<file path="config.mk">
export PLATFORM = sky130hd
export DESIGN_NAME = id_ex_operand_stage
export DESIGN_NICKNAME = d
export VERILOG_FILES = /design/src/rtl/id_ex_operand_stage.sv
export SDC_FILE = /design/constraint.sdc
export NUM_CORES = 1
export LEC_CHECK = 0
export CORE_ASPECT_RATIO = 0.75
export CORE_MARGIN = 2
export CORE_UTILIZATION = 35
export DETAILED_ROUTE_END_ITERATION = 8
export DONT_BUFFER_PORTS = 1
export PLACE_DENSITY = 0.55
export SETUP_SLACK_MARGIN = 0.15
export SLEW_MARGIN = 20
export SYNTH_ARGS = -nofsm -noshare
export SYNTH_HDL_FRONTEND = slang
export SYNTH_SLANG_ARGS = --single-unit
</file>
<file path="constraint.sdc">
create_clock -name clk -period 4.2 [get_ports clk]
set_clock_uncertainty 0.1 [all_clocks]
set_input_delay 0.42 -clock clk [delete_from_list [all_inputs] [get_ports clk]]
set_output_delay 0.42 -clock clk [all_outputs]
set_load 0.05 [all_outputs]
</file>
<file path="src/rtl/id_ex_operand_stage.sv">
// ID/EX pipeline register with load-use bubbles and EX operand forwarding.
// Optional bubble counter output enabled by defining EX_BUBBLE_CNT_EN.
module id_ex_operand_stage #(
    parameter int DW = 32,
    parameter int RW = 5
) (
    input  logic          clk,
    input  logic          rst,
    input  logic          id_valid,
    input  logic [RW-1:0] id_rs,
    input  logic [RW-1:0] id_rt,
    input  logic [RW-1:0] id_rd_dst,
    input  logic          id_uses_rt,
    input  logic [DW-1:0] id_rs_data,
    input  logic [DW-1:0] id_rt_data,
    input  logic [DW-1:0] id_imm,
    input  logic [4:0]    id_shamt,
    input  logic [3:0]    id_aluop,
    input  logic          id_alusrc,
    input  logic          id_shift,
    input  logic          id_regwrite,
    input  logic          id_memread,
    input  logic          id_memwrite,
    input  logic          stall_in,
    input  logic          flush,
    input  logic          mem_regwrite,
    input  logic [RW-1:0] mem_rd,
    input  logic [DW-1:0] mem_result,
    input  logic          wb_regwrite,
    input  logic [RW-1:0] wb_rd,
    input  logic [DW-1:0] wb_result,
    output logic          hazard_stall,
    output logic [DW-1:0] alu_input1,
    output logic [DW-1:0] alu_input2,
    output logic [3:0]    alu_aluop,
    output logic          ex_valid,
    output logic          ex_regwrite,
    output logic          ex_memread,
    output logic          ex_memwrite,
    output logic [RW-1:0] ex_rd,
    output logic [DW-1:0] ex_store_data
`ifdef EX_BUBBLE_CNT_EN
    ,
    output logic [31:0]   bubble_cnt
`endif
);

    typedef struct packed {
        logic          valid;
        logic [RW-1:0] rs;
        logic [RW-1:0] rt;
        logic [RW-1:0] rd;
        logic [DW-1:0] rs_data;
        logic [DW-1:0] rt_data;
        logic [DW-1:0] imm;
        logic [4:0]    shamt;
        logic [3:0]    aluop;
        logic          alusrc;
        logic          shift;
        logic          regwrite;
        logic          memread;
        logic          memwrite;
    } id_ex_t;

    id_ex_t q;
    id_ex_t d;
    logic   load_use;
    logic   bubble;
    logic [DW-1:0] fwd_rs;
    logic [DW-1:0] fwd_rt;

    always_comb begin
        load_use = q.valid && q.memread && (q.rd != '0) && id_valid &&
                   ((q.rd == id_rs) || (id_uses_rt && (q.rd == id_rt)));
    end

    assign hazard_stall = load_use && !flush;

    always_comb begin
        d      = q;
        bubble = 1'b0;
        if (flush) begin
            d      = '0;
            bubble = 1'b1;
        end else if (stall_in) begin
            d      = q;
        end else if (load_use) begin
            d      = '0;
            bubble = 1'b1;
        end else begin
            d.valid    = id_valid;
            d.rs       = id_rs;
            d.rt       = id_rt;
            d.rd       = id_rd_dst;
            d.rs_data  = id_rs_data;
            d.rt_data  = id_rt_data;
            d.imm      = id_imm;
            d.shamt    = id_shamt;
            d.aluop    = id_aluop;
            d.alusrc   = id_alusrc;
            d.shift    = id_shift;
            d.regwrite = id_regwrite;
            d.memread  = id_memread;
            d.memwrite = id_memwrite;
        end
    end

    always_ff @(posedge clk or posedge rst) begin
        if (rst) begin
            q <= '0;
        end else begin
            q <= d;
        end
    end

`ifdef EX_BUBBLE_CNT_EN
    always_ff @(posedge clk or posedge rst) begin
        if (rst) begin
            bubble_cnt <= '0;
        end else if (bubble) begin
            bubble_cnt <= bubble_cnt + 32'd1;
        end
    end
`endif

    // MEM result is younger than WB, so it wins; r0 is hardwired zero.
    always_comb begin
        fwd_rs = q.rs_data;
        if (mem_regwrite && (mem_rd != '0) && (mem_rd == q.rs)) begin
            fwd_rs = mem_result;
        end else if (wb_regwrite && (wb_rd != '0) && (wb_rd == q.rs)) begin
            fwd_rs = wb_result;
        end
    end

    always_comb begin
        fwd_rt = q.rt_data;
        if (mem_regwrite && (mem_rd != '0) && (mem_rd == q.rt)) begin
            fwd_rt = mem_result;
        end else if (wb_regwrite && (wb_rd != '0) && (wb_rd == q.rt)) begin
            fwd_rt = wb_result;
        end
    end

    assign alu_input1    = q.shift ? {{(DW-5){1'b0}}, q.shamt} : fwd_rs;
    assign alu_input2    = q.alusrc ? q.imm : fwd_rt;
    assign ex_store_data = fwd_rt;
    assign alu_aluop     = q.aluop;
    assign ex_valid      = q.valid;
    assign ex_regwrite   = q.regwrite;
    assign ex_memread    = q.memread;
    assign ex_memwrite   = q.memwrite;
    assign ex_rd         = q.rd;

endmodule

</file>
==> impl_metrics.xml <==
<?xml version="1.0" encoding="UTF-8"?>
<metrics>
  <group name="cts">
    <metric name="cts_made_buffers" unit="">17</metric>
    <metric name="clock_tree.htree_level_count" unit="">4</metric>
    <metric name="clockBufferDepth" unit="">2</metric>
    <metric name="tritoncts" unit="">done</metric>
    <metric name="clock_pin_slew_on_the_worst_setup_and_hold_paths" unit="ns">0.06</metric>
    <metric name="post_cts.resized_instances" unit="">0</metric>
    <metric name="clock_insertion_delay_worst_skew" unit="ns">0.42</metric>
    <metric name="cts_num_sinks" unit="">126</metric>
    <metric name="ctsRootBufferMaster" unit="">sky130_fd_sc_hd__clkbuf_16</metric>
    <metric name="hold_bufs_inserted_after_cts" unit="">9</metric>
    <metric name="post-cts-setup-buffers" unit="">0</metric>
  </group>
  <group name="synthesis">
    <metric name="synth_area" unit="mm^2">0.00877</metric>
    <metric name="muxShareOfSynthArea" unit="%">4.22</metric>
    <metric name="synth-edff-count" unit="">0</metric>
    <metric name="synth_area_per_cell" unit="um^2">8.76</metric>
    <metric name="synth.most_common_cell" unit="">sky130_fd_sc_hd__inv_1</metric>
    <metric name="synth_common_cells" unit="">sky130_fd_sc_hd__inv_1, sky130_fd_sc_hd__dfrtp_1, sky130_fd_sc_hd__o41ai_1, sky130_fd_sc_hd__nand3b_1, sky130_fd_sc_hd__clkbuf_1</metric>
    <metric name="synth_cells" unit="">1001</metric>
    <metric name="ys_seq_area_share" unit="%">36.0</metric>
    <metric name="synth_ff_type" unit="">sky130_fd_sc_hd__dfrtp_1</metric>
    <metric name="ys_top_cells_by_area" unit="">sky130_fd_sc_hd__dfrtp_1, sky130_fd_sc_hd__o41ai_1, sky130_fd_sc_hd__nand3b_1</metric>
    <metric name="synth-seq-cells" unit="">126</metric>
    <metric name="synth_area_leader_cell" unit="">sky130_fd_sc_hd__dfrtp_1</metric>
    <metric name="synth-xor-area-share" unit="%">2.90</metric>
    <metric name="yosysUniqueCellTypes" unit="">39</metric>
    <metric name="synth.yosys.warnings" unit="">0</metric>
    <metric name="synth_fp_nets" unit="">1208</metric>
    <metric name="post-synth-top-area-fraction" unit="%">36.0</metric>
    <metric name="synth-compound-area-share" unit="%">23.5</metric>
    <metric name="synth_top_family_by_area" unit="">compound AO/OA/AOI/OAI gates</metric>
    <metric name="async_reset_ff_share" unit="%">100</metric>
    <metric name="synth_simple_gate_area_share" unit="%">19.1</metric>
    <metric name="synth-adder-area-share" unit="%">0</metric>
  </group>
  <group name="timing">
    <metric name="hold_viol_final" unit="">0</metric>
    <metric name="final-setup-viol-count" unit="">0</metric>
    <metric name="slew_viol_final" unit="">0</metric>
    <metric name="period_needed" unit="ns">3.63</metric>
    <metric name="max_slew_headroom" unit="%">25.2</metric>
    <metric name="timing_worst_slew_pin_value" unit="ns">1.12</metric>
    <metric name="rsz0062_at_grt" unit="">false</metric>
    <metric name="final.setup.worst_slack" unit="ns">0.570</metric>
    <metric name="maximum_operating_frequency" unit="MHz">276</metric>
    <metric name="post-route-period-util" unit="%">86.4</metric>
    <metric name="setup_total_negative_slack" unit="ns">0</metric>
  </group>
  <group name="routing">
    <metric name="routed_wire_length_per_instance" unit="um">23.0</metric>
    <metric name="firstDrtPassIters" unit="">7</metric>
    <metric name="vias_per_cell" unit="">5.74</metric>
    <metric name="drt-total-wl" unit="um">31500</metric>
    <metric name="vias" unit="">7877</metric>
    <metric name="route.antenna.remaining_nets" unit="">0</metric>
    <metric name="post-route-drc-count" unit="">0</metric>
    <metric name="dr.first_iter.drc_count" unit="">766</metric>
  </group>
  <group name="finish">
    <metric name="final_layout_size_suffix_gt1_share" unit="%">17.6</metric>
    <metric name="post_layout_nonfiller_instances" unit="">1373</metric>
    <metric name="fill_cells" unit="">2515</metric>
    <metric name="syn_to_final_growth" unit="%">15.5</metric>
    <metric name="nets" unit="">1230</metric>
    <metric name="multi_input_combinational_cell_area" unit="mm^2">0.00440</metric>
    <metric name="seqCellArea" unit="mm^2">0.00316</metric>
  </group>
  <group name="global_route">
    <metric name="busiest_layer" unit="">met1</metric>
    <metric name="grt_antenna_before_repair" unit="">4</metric>
    <metric name="gr-usage-met1" unit="%">34.0</metric>
    <metric name="global_route_wire_length_before_repair" unit="um">46800</metric>
    <metric name="grt_start_max_net_pins" unit="">211</metric>
    <metric name="globalRouteMet3Util" unit="%">7.49</metric>
    <metric name="globalRouteOverflowTotal" unit="">0</metric>
    <metric name="grt_use_met2" unit="%">32.6</metric>
    <metric name="grt_use_total" unit="%">23.2</metric>
    <metric name="number_of_global_route_vias_before_repair" unit="">7412</metric>
  </group>
  <group name="floorplanning">
    <metric name="row_count" unit="">50</metric>
    <metric name="initial_core_util" unit="%">35.4</metric>
    <metric name="die_width" unit="um">187</metric>
    <metric name="area_of_the_die" unit="mm^2">0.0263</metric>
    <metric name="placeableCoreArea" unit="mm^2">0.0248</metric>
    <metric name="floorplan.die.height" unit="um">141</metric>
    <metric name="boundaryPins" unit="">317</metric>
  </group>
  <group name="worst_setup_path">
    <metric name="path_class" unit="">reg -&gt; out</metric>
    <metric name="critPathTopFamily" unit="">simple AND/OR/NAND/NOR gates</metric>
    <metric name="critical_path.reg2reg.startpoint" unit="">ex_rd[4]</metric>
    <metric name="cp-end-kind" unit="">output pin</metric>
    <metric name="path_cells" unit="">xnor2_1 &gt; o2111ai_1 &gt; or4_2 &gt; and2b_1 &gt; a221oi_1 &gt; buf_4</metric>
    <metric name="crit_arrival" unit="ns">3.11</metric>
    <metric name="critical-path-max-stage-delay" unit="ns">1.02</metric>
    <metric name="timing.critical_path.from_type" unit="">flop</metric>
    <metric name="worst-path-max-fanout" unit="">32</metric>
    <metric name="timing.critical_path.buf_inv" unit="">1</metric>
    <metric name="timing.reg2reg.worst_path_depth" unit="">7</metric>
    <metric name="worstReg2RegEnd" unit="">q[3]</metric>
    <metric name="critPathRequiredTime" unit="ns">3.68</metric>
    <metric name="reg2reg_setup_slack" unit="ns">0.94</metric>
    <metric name="highest_delay_cell_along_the_critical_path" unit="">sky130_fd_sc_hd__or4_2</metric>
  </group>
  <group name="placed_design">
    <metric name="port-buffer-count" unit="">0</metric>
    <metric name="globalplace.congestion" unit="">0.909</metric>
    <metric name="pre_cts_ws" unit="ns">0.922</metric>
    <metric name="hpwlAfterDp" unit="um">21000</metric>
    <metric name="placed_cells_incl_taps" unit="">1332</metric>
  </group>
  <group name="pwr">
    <metric name="power.leakage" unit="uW">0.00442</metric>
    <metric name="ir_worst_vdd" unit="uV">258</metric>
    <metric name="total_power" unit="uW">3560</metric>
    <metric name="power-per-cell-area" unit="mW/mm^2">352</metric>
  </group>
  <group name="hold_path">
    <metric name="hp-class" unit="">in -&gt; reg</metric>
    <metric name="min_from" unit="">id_aluop[0]</metric>
    <metric name="holdPathEnd" unit="">alu_aluop[0]</metric>
    <metric name="min_path_cells" unit="">2</metric>
  </group>
  <group name="run">
    <metric name="cap_viol_max_count" unit="">0</metric>
  </group>
  <group name="outcome">
    <metric name="run_status" unit="">finished, final reports clean</metric>
  </group>
</metrics>
-- where the power goes --
| part | internal [uW] | switching [uW] |
|---|---|---|
| Clock | 788 | 555 |
| Combinational | 283 | 564 |
| Sequential | 1280 | 89.5 |
-- logic make-up (layout without fill, tap and decap cells) --
group / count (synthesis) / after routing
other: 0 / 1
xor gates and xnor gates: 29 / 29
AOI/OAI and AO/OA: 229 / 229
and+or+nand+nor: 299 / 299
muxes: 37 / 37
buffers and inverters: 281 / 314
DFF: 126 / 126
-- through the flow --
stage / utilization, % / hold WS [ns] / area [um^2]
global route: 40.8 / 0.000133 / 10100
detailed placement: 38.3 / 0.350 / 9480
floorplan: - / 0.344 / 8770
global placement: 38.3 / 0.343 / 9480
finish: 40.9 / 0.0305 / 10100
CTS: 40.8 / 0.00320 / 10100
-- state kept, by name, summed over array words and instances, names as in the netlist --
register / cells
alu_aluop: 4
ex_memread: 1
ex_memwrite: 1
ex_rd: 5
ex_regwrite: 1
ex_valid: 1
q: 113
-- area by class of cell --
class                      count  area share, %
clock inverter                 7          0.396
multi-input combinational    594           43.5
tap                          338           4.18
timing repair buffer         121           9.91
sequential                   126           31.2
inverter                     163           6.09
antenna                        1         0.0247
clock buffer                  23           4.72
-- cells in the final DEF, fill, tap and decap left out, types with 2 or more instances in the layout --
cell type,count
sky130_fd_sc_hd__inv_1,162
sky130_fd_sc_hd__o41ai_1,125
sky130_fd_sc_hd__dfrtp_1,124
sky130_fd_sc_hd__nand3b_1,118
sky130_fd_sc_hd__buf_4,107
sky130_fd_sc_hd__nand2_1,63
sky130_fd_sc_hd__nor2_1,62
sky130_fd_sc_hd__nor3_1,37
sky130_fd_sc_hd__mux2i_1,37
sky130_fd_sc_hd__a21oi_1,34
sky130_fd_sc_hd__a221oi_1,33
sky130_fd_sc_hd__a311oi_2,27
sky130_fd_sc_hd__xnor2_1,17
sky130_fd_sc_hd__clkbuf_16,17
sky130_fd_sc_hd__xor2_1,12
sky130_fd_sc_hd__dlygate4sd3_1,8
sky130_fd_sc_hd__buf_12,6
sky130_fd_sc_hd__clkinv_2,5
sky130_fd_sc_hd__a221oi_2,3
sky130_fd_sc_hd__clkbuf_8,3
sky130_fd_sc_hd__clkbuf_1,3
sky130_fd_sc_hd__or4_1,2
sky130_fd_sc_hd__nand3_1,2
sky130_fd_sc_hd__nor2b_1,2
sky130_fd_sc_hd__clkinvlp_4,2
sky130_fd_sc_hd__dfrtp_2,2
-- layer usage --
| layer | routed length, um | vias up | share of wire (%) |
|---|---|---|---|
| li1 | - | 3640 | - |
| met2 | 13400 | 357 | 42 |
| met1 | 14900 | 3844 | 47 |
| met5 | 29 | - | 0.092 |
| met4 | 433 | 4 | 1.4 |
| met3 | 2870 | 32 | 9.1 |
-- how the worst max path moves through the flow --
stage / end / cells past startpoint / slack, ns / startpoint
detailed placement: alu_input1[26] / 7 / 0.92 / mem_rd[1]
global route: alu_input1[3] / 6 / 0.35 / q[122]
CTS: alu_input1[3] / 6 / 0.56 / q[122]
floorplan: alu_aluop[0] / 1 / 0.32 / rst
finish: alu_input1[3] / 6 / 0.57 / q[122]
global placement: alu_input1[25] / 7 / 0.98 / mem_rd[1]
Power figures use the tool's default switching activity.
